--- src/rtl/seq_detect_pkg.sv ---
// rtl/seq_detect_pkg.sv - shared types and defaults for the programmable sequence detector
// Purpose: detector state encoding and default parameter values.
// Contents: state_t (IDLE, FILL, RUN), DEFAULT_WIDTH, DEFAULT_CNT_W.
package seq_detect_pkg;

  localparam int DEFAULT_WIDTH = 4;
  localparam int DEFAULT_CNT_W = 16;

  typedef enum logic [1:0] {
    IDLE = 2'd0,
    FILL = 2'd1,
    RUN  = 2'd2
  } state_t;

endpackage

--- src/rtl/seq_detect_if.sv ---
// rtl/seq_detect_if.sv - stream/config/status bundle for the programmable sequence detector
// Purpose: groups the serial stream, run-time config and status signals.
// Signals: din, din_vld (serial stream); cfg_load, pattern, mask, overlap (config);
//          cnt_clr (counter clear); flag, armed, match_cnt (status).
// Modports: master drives stream/config and observes status; slave is the detector.
interface seq_detect_if
  import seq_detect_pkg::*;
#(
  parameter int WIDTH = DEFAULT_WIDTH,
  parameter int CNT_W = DEFAULT_CNT_W
) ();

  logic             din;
  logic             din_vld;
  logic             cfg_load;
  logic [WIDTH-1:0] pattern;
  logic [WIDTH-1:0] mask;
  logic             overlap;
  logic             cnt_clr;
  logic             flag;
  logic             armed;
  logic [CNT_W-1:0] match_cnt;

  modport master (
    output din, din_vld, cfg_load, pattern, mask, overlap, cnt_clr,
    input  flag, armed, match_cnt
  );

  modport slave (
    input  din, din_vld, cfg_load, pattern, mask, overlap, cnt_clr,
    output flag, armed, match_cnt
  );

endinterface

--- src/rtl/seq_detect_match_cnt.sv ---
// rtl/seq_detect_match_cnt.sv - saturating match counter with clear priority
// Purpose: counts match pulses, sticks at all-ones, clr beats inc on the same edge.
// Ports: clk, rst_n (async active-low), clr, inc, cnt[CNT_W-1:0].
module seq_detect_match_cnt
  import seq_detect_pkg::*;
#(
  parameter int CNT_W = DEFAULT_CNT_W
) (
  input  logic             clk,
  input  logic             rst_n,
  input  logic             clr,
  input  logic             inc,
  output logic [CNT_W-1:0] cnt
);

  always_ff @(posedge clk or negedge rst_n) begin
    if (!rst_n) begin
      cnt <= '0;
    end else if (clr) begin
      cnt <= '0;
    end else if (inc && (cnt != {CNT_W{1'b1}})) begin
      cnt <= cnt + 1'b1;
    end
  end

endmodule

--- src/rtl/seq_detect_prog.sv ---
// rtl/seq_detect_prog.sv - programmable serial sequence detector with mask and overlap control
// Purpose: shifts a qualified 1-bit stream and pulses flag one cycle after each
//          occurrence of the loaded pattern (masked bits are don't-care).
// Ports: clk, rst_n (async active-low), bus (seq_detect_if.slave: din, din_vld,
//        cfg_load, pattern, mask, overlap, cnt_clr in; flag, armed, match_cnt out).
// Build option: SEQ_DETECT_CNT_EN adds the saturating match counter; without it
//               match_cnt is tied to zero and cnt_clr is ignored.
module seq_detect_prog
  import seq_detect_pkg::*;
#(
  parameter int WIDTH = DEFAULT_WIDTH,
  parameter int CNT_W = DEFAULT_CNT_W
) (
  input  logic         clk,
  input  logic         rst_n,
  seq_detect_if.slave  bus
);

  localparam int             FW        = $clog2(WIDTH + 1);
  localparam logic [FW-1:0]  FILL_FULL = FW'(WIDTH);

  state_t           state;
  logic [WIDTH-1:0] sr;
  logic [WIDTH-1:0] cfg_pattern;
  logic [WIDTH-1:0] cfg_mask;
  logic             cfg_overlap;
  logic [FW-1:0]    fill;
  logic             flag_q;
  logic             armed_q;

  logic [WIDTH-1:0] next_sr;
  logic [FW-1:0]    next_fill;
  logic             hit;

  assign next_sr   = {sr[WIDTH-2:0], bus.din};
  assign next_fill = (fill == FILL_FULL) ? fill : fill + 1'b1;

  // A match needs a full window after this bit; cfg_load on the same edge
  // restarts detection, so it suppresses the match.
  assign hit = (state != IDLE) && bus.din_vld && !bus.cfg_load &&
               (next_fill == FILL_FULL) &&
               (((next_sr ^ cfg_pattern) & cfg_mask) == '0);

  always_ff @(posedge clk or negedge rst_n) begin
    if (!rst_n) begin
      state       <= IDLE;
      sr          <= '0;
      fill        <= '0;
      cfg_pattern <= '0;
      cfg_mask    <= '0;
      cfg_overlap <= 1'b0;
      flag_q      <= 1'b0;
      armed_q     <= 1'b0;
    end else begin
      flag_q <= hit;
      if (bus.cfg_load) begin
        cfg_pattern <= bus.pattern;
        cfg_mask    <= bus.mask;
        cfg_overlap <= bus.overlap;
        sr          <= '0;
        fill        <= '0;
        state       <= FILL;
        armed_q     <= 1'b0;
      end else if (bus.din_vld && (state != IDLE)) begin
        if (hit && !cfg_overlap) begin
          // Non-overlapping: the matched bits cannot seed the next match.
          sr      <= '0;
          fill    <= '0;
          state   <= FILL;
          armed_q <= 1'b0;
        end else begin
          sr   <= next_sr;
          fill <= next_fill;
          if (next_fill == FILL_FULL) begin
            state   <= RUN;
            armed_q <= 1'b1;
          end
        end
      end
    end
  end

  assign bus.flag  = flag_q;
  assign bus.armed = armed_q;

`ifdef SEQ_DETECT_CNT_EN
  seq_detect_match_cnt #(
    .CNT_W (CNT_W)
  ) u_match_cnt (
    .clk   (clk),
    .rst_n (rst_n),
    .clr   (bus.cnt_clr),
    .inc   (hit),
    .cnt   (bus.match_cnt)
  );
`else
  logic unused_cnt_clr;
  assign unused_cnt_clr = bus.cnt_clr;
  assign bus.match_cnt  = {CNT_W{1'b0}};
`endif

endmodule

--- src/flat_wrapper.sv ---
// flat-port wrapper written by rule: the top's interface ports become plain ports
module seq_detect_prog_flat import seq_detect_pkg::*;
#(
  parameter int WIDTH = DEFAULT_WIDTH,
  parameter int CNT_W = DEFAULT_CNT_W
)
  (clk, rst_n, bus_din, bus_din_vld, bus_cfg_load, bus_pattern, bus_mask, bus_overlap, bus_cnt_clr, bus_flag, bus_armed, bus_match_cnt);
  seq_detect_if #(.WIDTH(WIDTH), .CNT_W(CNT_W)) bus_i ();
  input  logic clk;
  input  logic rst_n;
  input wire logic [$bits(bus_i.din)-1:0] bus_din;
  input wire logic [$bits(bus_i.din_vld)-1:0] bus_din_vld;
  input wire logic [$bits(bus_i.cfg_load)-1:0] bus_cfg_load;
  input wire logic [$bits(bus_i.pattern)-1:0] bus_pattern;
  input wire logic [$bits(bus_i.mask)-1:0] bus_mask;
  input wire logic [$bits(bus_i.overlap)-1:0] bus_overlap;
  input wire logic [$bits(bus_i.cnt_clr)-1:0] bus_cnt_clr;
  output wire logic [$bits(bus_i.flag)-1:0] bus_flag;
  output wire logic [$bits(bus_i.armed)-1:0] bus_armed;
  output wire logic [$bits(bus_i.match_cnt)-1:0] bus_match_cnt;
  assign bus_i.din = bus_din;
  assign bus_i.din_vld = bus_din_vld;
  assign bus_i.cfg_load = bus_cfg_load;
  assign bus_i.pattern = bus_pattern;
  assign bus_i.mask = bus_mask;
  assign bus_i.overlap = bus_overlap;
  assign bus_i.cnt_clr = bus_cnt_clr;
  assign bus_flag = bus_i.flag;
  assign bus_armed = bus_i.armed;
  assign bus_match_cnt = bus_i.match_cnt;
  seq_detect_prog #(.WIDTH(WIDTH), .CNT_W(CNT_W)) u_core (.clk(clk), .rst_n(rst_n), .bus(bus_i));
endmodule
--- config.mk ---
export PLATFORM = sky130hd
export DESIGN_NAME = seq_detect_prog_flat
export DESIGN_NICKNAME = d
export VERILOG_FILES = /design/src/rtl/seq_detect_pkg.sv /design/src/rtl/seq_detect_if.sv /design/src/rtl/seq_detect_match_cnt.sv /design/src/rtl/seq_detect_prog.sv /design/src/flat_wrapper.sv
export SDC_FILE = /design/constraint.sdc
export NUM_CORES = 1
export LEC_CHECK = 0
export CORE_MARGIN = 3
export CORE_UTILIZATION = 48
export DETAILED_ROUTE_END_ITERATION = 12
export PLACE_DENSITY_LB_ADDON = 0.25
export SETUP_SLACK_MARGIN = 0.4
export SLEW_MARGIN = 0
export SYNTH_ARGS = -nofsm -noshare
export SYNTH_HDL_FRONTEND = slang
export SYNTH_HIERARCHICAL = 1
export SYNTH_SLANG_ARGS = --single-unit
--- constraint.sdc ---
create_clock -name clk -period 3.4 [get_ports clk]
set_input_delay 0.51 -clock clk [delete_from_list [all_inputs] [get_ports clk]]
set_output_delay 0.51 -clock clk [all_outputs]
set_load 0.005 [all_outputs]
Yosys cells after proc, flatten, opt, wreduce, memory -nomap -nowiden --
Index checks and enable logic that the tools add are counted. W data, S select, Z words.
Operators by class: equality and inequality tests 2, add/subtract/negate cells 1, multiplexer cells 15, reductions and logical operators 12, bitwise operators 2
Operator list (count):
- $mux W3 | 7
- $mux W2 | 4
- $eq A3 B3 Y1 const B | 2
- $logic_and A1 B1 Y1 | 5
- $and A4 B4 Y4 | 1
- $logic_not A4 Y1 | 1
- $mux W1 | 4
- $reduce_bool A2 Y1 | 2
- $xor A4 B4 Y4 | 1
- $add A3 B1 Y3 const B | 1
- $reduce_bool A3 Y1 | 1
- $logic_not A1 Y1 | 2
- $reduce_and A2 Y1 | 1
Word-level totals: input bits 15, word-level logic and storage cells 40, output and inout bits 18, register bits after elaboration 19

Logic depth before layout (Yosys ltp) --
depth in word-level cells 9, gate-level depth with buffers 7, gate-level depth less buffers 7

Least setup slack after synthesis --
OpenSTA, ideal clock, no wires.
path kind register to register, from reg u_core.fill[0], to reg u_core.sr[0], cell stages (with the launch flop) 8, data arrival time 2085 ps, data required time 3278 ps, slack 1194 ps, library setup time 122 ps, buffers on the path 0, clock period less this slack 2206 ps, cell sequence dfrtp_1 inv_1 ha_1 or3b_4 a311oi_4 nand3_4 or2_4 a32o_1
Between the ends: word-level cells in the longest chain between the ends 9, elaborated cells between the ends (all ways) 10, those cells by class 1 x add/sub; 2 x eq/ne; 4 x mux; 3 x reduce/logical
RTL lines:
- start: declaration | line seq_detect_prog.sv:27 | logic [FW-1:0] fill;
- start signal: assignment | line seq_detect_prog.sv:73 | fill <= next_fill;
- $add A3 B1 Y3 or $eq A3 B3 Y1 (tied branches) | line seq_detect_prog.sv:36 | assign next_fill = (fill == FILL_FULL) ? fill : fill + 1'b1;
- $mux W3 * | line seq_detect_prog.sv:36
- $eq A3 B3 Y1 * | line seq_detect_prog.sv:41 | (next_fill == FILL_FULL) &&
- $logic_and A1 B1 Y1 * | line seq_detect_prog.sv:40 | assign hit = (state != IDLE) && bus.din_vld && !bus.cfg_load &&
- $logic_and A1 B1 Y1 * | line seq_detect_prog.sv:41
- $logic_and A1 B1 Y1 * | line seq_detect_prog.sv:65 | if (hit && !cfg_overlap) begin
- $mux W3 * | line seq_detect_prog.sv:65
- $mux W3 * | line seq_detect_prog.sv:64 | end else if (bus.din_vld && (state != IDLE)) begin
- $mux W3 * | line seq_detect_prog.sv:56 | if (bus.cfg_load) begin
- end signal: assignment | line seq_detect_prog.sv:72 | sr <= next_sr;
- end: declaration | line seq_detect_prog.sv:23 | logic [WIDTH-1:0] sr;
Every way passes the cells marked *; elsewhere a longest branch is shown, timed or not. The select of a mux whose other input is x is not followed. A chain may end at the register's enable or synchronous reset.

Final worst setup path --
from reg u_core.fill[0], to reg u_core.sr[1]
Same word-level chain as after synthesis.

==> run_results.csv <==
group,metric,value,unit
status,status,"finished, final reports clean",
worst_setup_path,critPathTopFamily,"simple AND/OR/NAND/NOR gates",
worst_setup_path,arrival,2.56,ns
layout,final_nets,119,
power,irDropWorstVdd,0.356,mV
sta,worst_slew_pin_slew,0.790,ns
grt,antenna_found_initial,0,
worst_setup_path,path_class,"flop to flop",
sta,final.setup.tns,0,ns
yosys,synth_edf_count,0,
yosys,yosysTopAreaCell,"dfrtp_1",
power,power.switching,117,uW
placement,detailed_place_hpwl,1200,um
sta,finClkSkew,0.00680,ns
clock_network,clk_pin_slew,0.10,ns
clock_network,clock-sinks,18,
clock_network,post_cts_resized,0,
floorplan,start_util,53.7,%
grt,grt_pass1_vias,631,
clock_network,hold_buffers,0,
clock_network,cts_buffer_depth,2,
layout,diodes,0,
sta,fmaxAchievable,420,MHz
drt,drc,0,
drt,dr.pass1.iters,4,
layout,instances_no_fill,125,
yosys,synthArstFlopShare,100,%
clock_network,clock_latency,0.28,ns
placement,io_buffer_count,15,
placement,gp_congestion,0.677,
worst_setup_path,slowest_delay,0.45,ns
yosys,yosysUniqueCellTypes,28,
min_path,hp-class,"flop to flop",
worst_setup_path,start_kind,"flop",
power,pwr-share-seq,56.4,%
drt,viasPerCell,5.16,
yosys,yosysSeqAreaShare,45.6,%
layout,area_growth_syn_to_layout,13.8,%
sta,slew-limit-headroom,47.2,%
yosys,synth_top_family_by_area,"compound AO/OA/AOI/OAI gates",
drt,drtIter0Drc,8,
placement,placed_cells,122,
sta,setup_viol,0,
layout,seqCellArea,450,sq um
power,p_sw_share,27.0,%
grt,grt-ovfl-total,0,
yosys,synth_compound_area_share,15.3,%
clock_network,htreeDepth,1,
yosys,syn_area,988,sq um
yosys,synth_xor_area_share,3.54,%
sta,fin_crit_sh,70.0,%
worst_setup_path,critical_path_buf_inv_count,1,
floorplan,dieWidth,51.4,um
sta,post-route-min-period,2.38,ns
yosys,ys_top_cells_by_area,"dfrtp_1, buf_4, mux2_2",
yosys,yosysWarnings,6,
worst_setup_path,worstPathCellList,"inv_1 > ha_1 > or3b_4 > a311oi_4 > nand3_4 > or2_4 > a32o_1",
layout,drive_gt1_share,17.0,%
power,internal_power,316,uW
worst_setup_path,worst_setup_path_end_kind,"flop",
sta,slew_viol_final,0,
worst_setup_path,critPathRequiredTime,3.58,ns
yosys,ys.flop_type,"dfrtp_1",
sta,final.setup.worst_slack,1.02,ns
layout,nFillCells,156,
drt,vias,645,
floorplan,dieArea,2640,sq um
yosys,synth_seq_cells,18,
drt,wl_per_cell,12.8,um
run,maxCapViolCount,0,
grt,grt_pass1_wl,2730,um
clock_network,post_cts_buffers,0,
yosys,muxShareOfSynthArea,10.3,%
grt,grt_max_degree,19,
yosys,synthAdderAreaFrac,2.53,%
grt,grt_util_all_layers,13.9,%
worst_setup_path,crit_fanout,5,
floorplan,io-pin-count,33,
power,leakage,0.481,nW
placement,dp_slack,1.04,ns
clock_network,cts_root_buffer,"clkbuf_4",
worst_setup_path,cpMaxStageDelayCell,"dfrtp_1",
yosys,syn_area_per_cell,11.8,sq um
yosys,synthSimpleGateAreaFrac,8.35,%
power,clock_power_share,23.6,%
layout,multi_input_area,455,sq um
floorplan,die_h,51.4,um
power,power_density,385,nW/um^2
yosys,synth_top_area_share,45.6,%
power,combPwrFrac,19.9,%
floorplan,core-area,1840,sq um
sta,hold_violations,0,
drt,ant_nets,0,
sta,rsz0062_at_grt,"false",
drt,drt_wl_total,1600,um
clock_network,numCtsBuffers,3,
yosys,synth_cells,84,
sta,timing.hold.ws,0.519,ns
floorplan,num_rows,15,
clock_network,tritoncts,"yes",
==> final cells by class <==
type / count / area share, %
clock buffer: 3 / 2.00
inverter: 4 / 1.33
sequential: 18 / 40.0
timing repair buffer: 15 / 13.3
multi-input combinational: 60 / 40.5
tap: 25 / 2.78
==> power groups by stage <==
stage | Clock [mW] | Sequential (mW) | Combinational [mW]
after CTS | 0.108 | 0.245 | 0.0873
final | 0.102 | 0.245 | 0.0864
after floorplan | 0 | 0.246 | 0.0695
after global routing | 0.112 | 0.248 | 0.0967
after detailed placement | 0 | 0.249 | 0.0867
after global placement | 0 | 0.248 | 0.0843
==> synthesized netlist by cell type, drive strengths merged (2+ instances only) <==
| cell type | n |
|---|---|
| a21oi | 2 |
| buf | 17 |
| o21ai | 3 |
| a22oi | 3 |
| a32o | 3 |
| a311oi | 2 |
| dfrtp | 18 |
| inv | 4 |
| nand2b | 2 |
| ha | 2 |
| o211ai | 2 |
| xor2 | 4 |
| mux2 | 9 |
==> state kept, by name, indices dropped and copies added, names as in the netlist <==
register and flops:
u_core/sr 3, u_core/cfg_pattern 4, u_core/cfg_overlap 1, u_core/cfg_mask 4
u_core/state 2, u_core/bus.flag 1, u_core/fill 3
==> worst reg2reg max path, delay by kind of cell, from the launching register on <==
family,cells,cell delay [ns]
buffers and inverters,1,0.08
DFF,1,0.45
and+or+nand+nor,3,0.86
AOI/OAI and AO/OA,2,0.65
adders and majority gates,1,0.24
==> kinds of logic (layout without fill, tap and decap cells) <==
kind of cell | count (synthesis) | after routing
simple gates | 11 | 11
other cells | 1 | 16
buf+inv | 21 | 22
mux | 9 | 9
fa+ha+maj | 2 | 2
compound gates | 18 | 18
xor+xnor | 4 | 4
flops | 18 | 18
==> routing by layer <==
metal	global-route usage, %	routed length, um	share of wire (%)	vias up
li1	-	-	-	301
met1	17.0	668	42	312
met2	21.8	754	47	30
met3	4.66	164	10	2
met4	6.55	17	1.1	0
met5	0	0	0	-
==> layout by cell type (no fill, tap or decap), drive strengths merged, types with 2 or more instances in the layout <==
master         instances
a32o                   3
a311oi                 2
a22oi                  3
mux2                   9
ha                     2
dfrtp                 18
o21ai                  3
clkbuf                 3
xor2                   4
a21oi                  2
clkdlybuf4s50         15
nand2b                 2
conb                  16
o211ai                 2
inv                    4
==> path summary, 6_finish.rpt <==
path | start | to | slack, ns | cells past startpoint
setup / recovery | u_core/fill[0] | u_core/sr[1] | 1.02 | 7
hold / removal | u_core/cfg_mask[0] | u_core/cfg_mask[0] | 0.52 | 1
setup reg to reg | u_core/fill[0] | u_core/sr[1] | 1.02 | 7
hold reg to reg | u_core/cfg_mask[0] | u_core/cfg_mask[0] | 0.52 | 1
max in group asynchronous | rst_n | u_core/cfg_pattern[2] | 2.23 | 1
min in group asynchronous | rst_n | u_core/state[1] | 0.67 | 1
==> through the flow <==
step / util [%] / instance area [sq um] / power (mW)
after floorplan: - / 1040 / 0.315
after global placement: 59.9 / 1100 / 0.333
after detailed placement: 59.9 / 1100 / 0.336
after CTS: 61.2 / 1120 / 0.440
after global routing: 61.2 / 1120 / 0.456
final: 61.2 / 1120 / 0.434
Power figures use the tool's default switching activity.
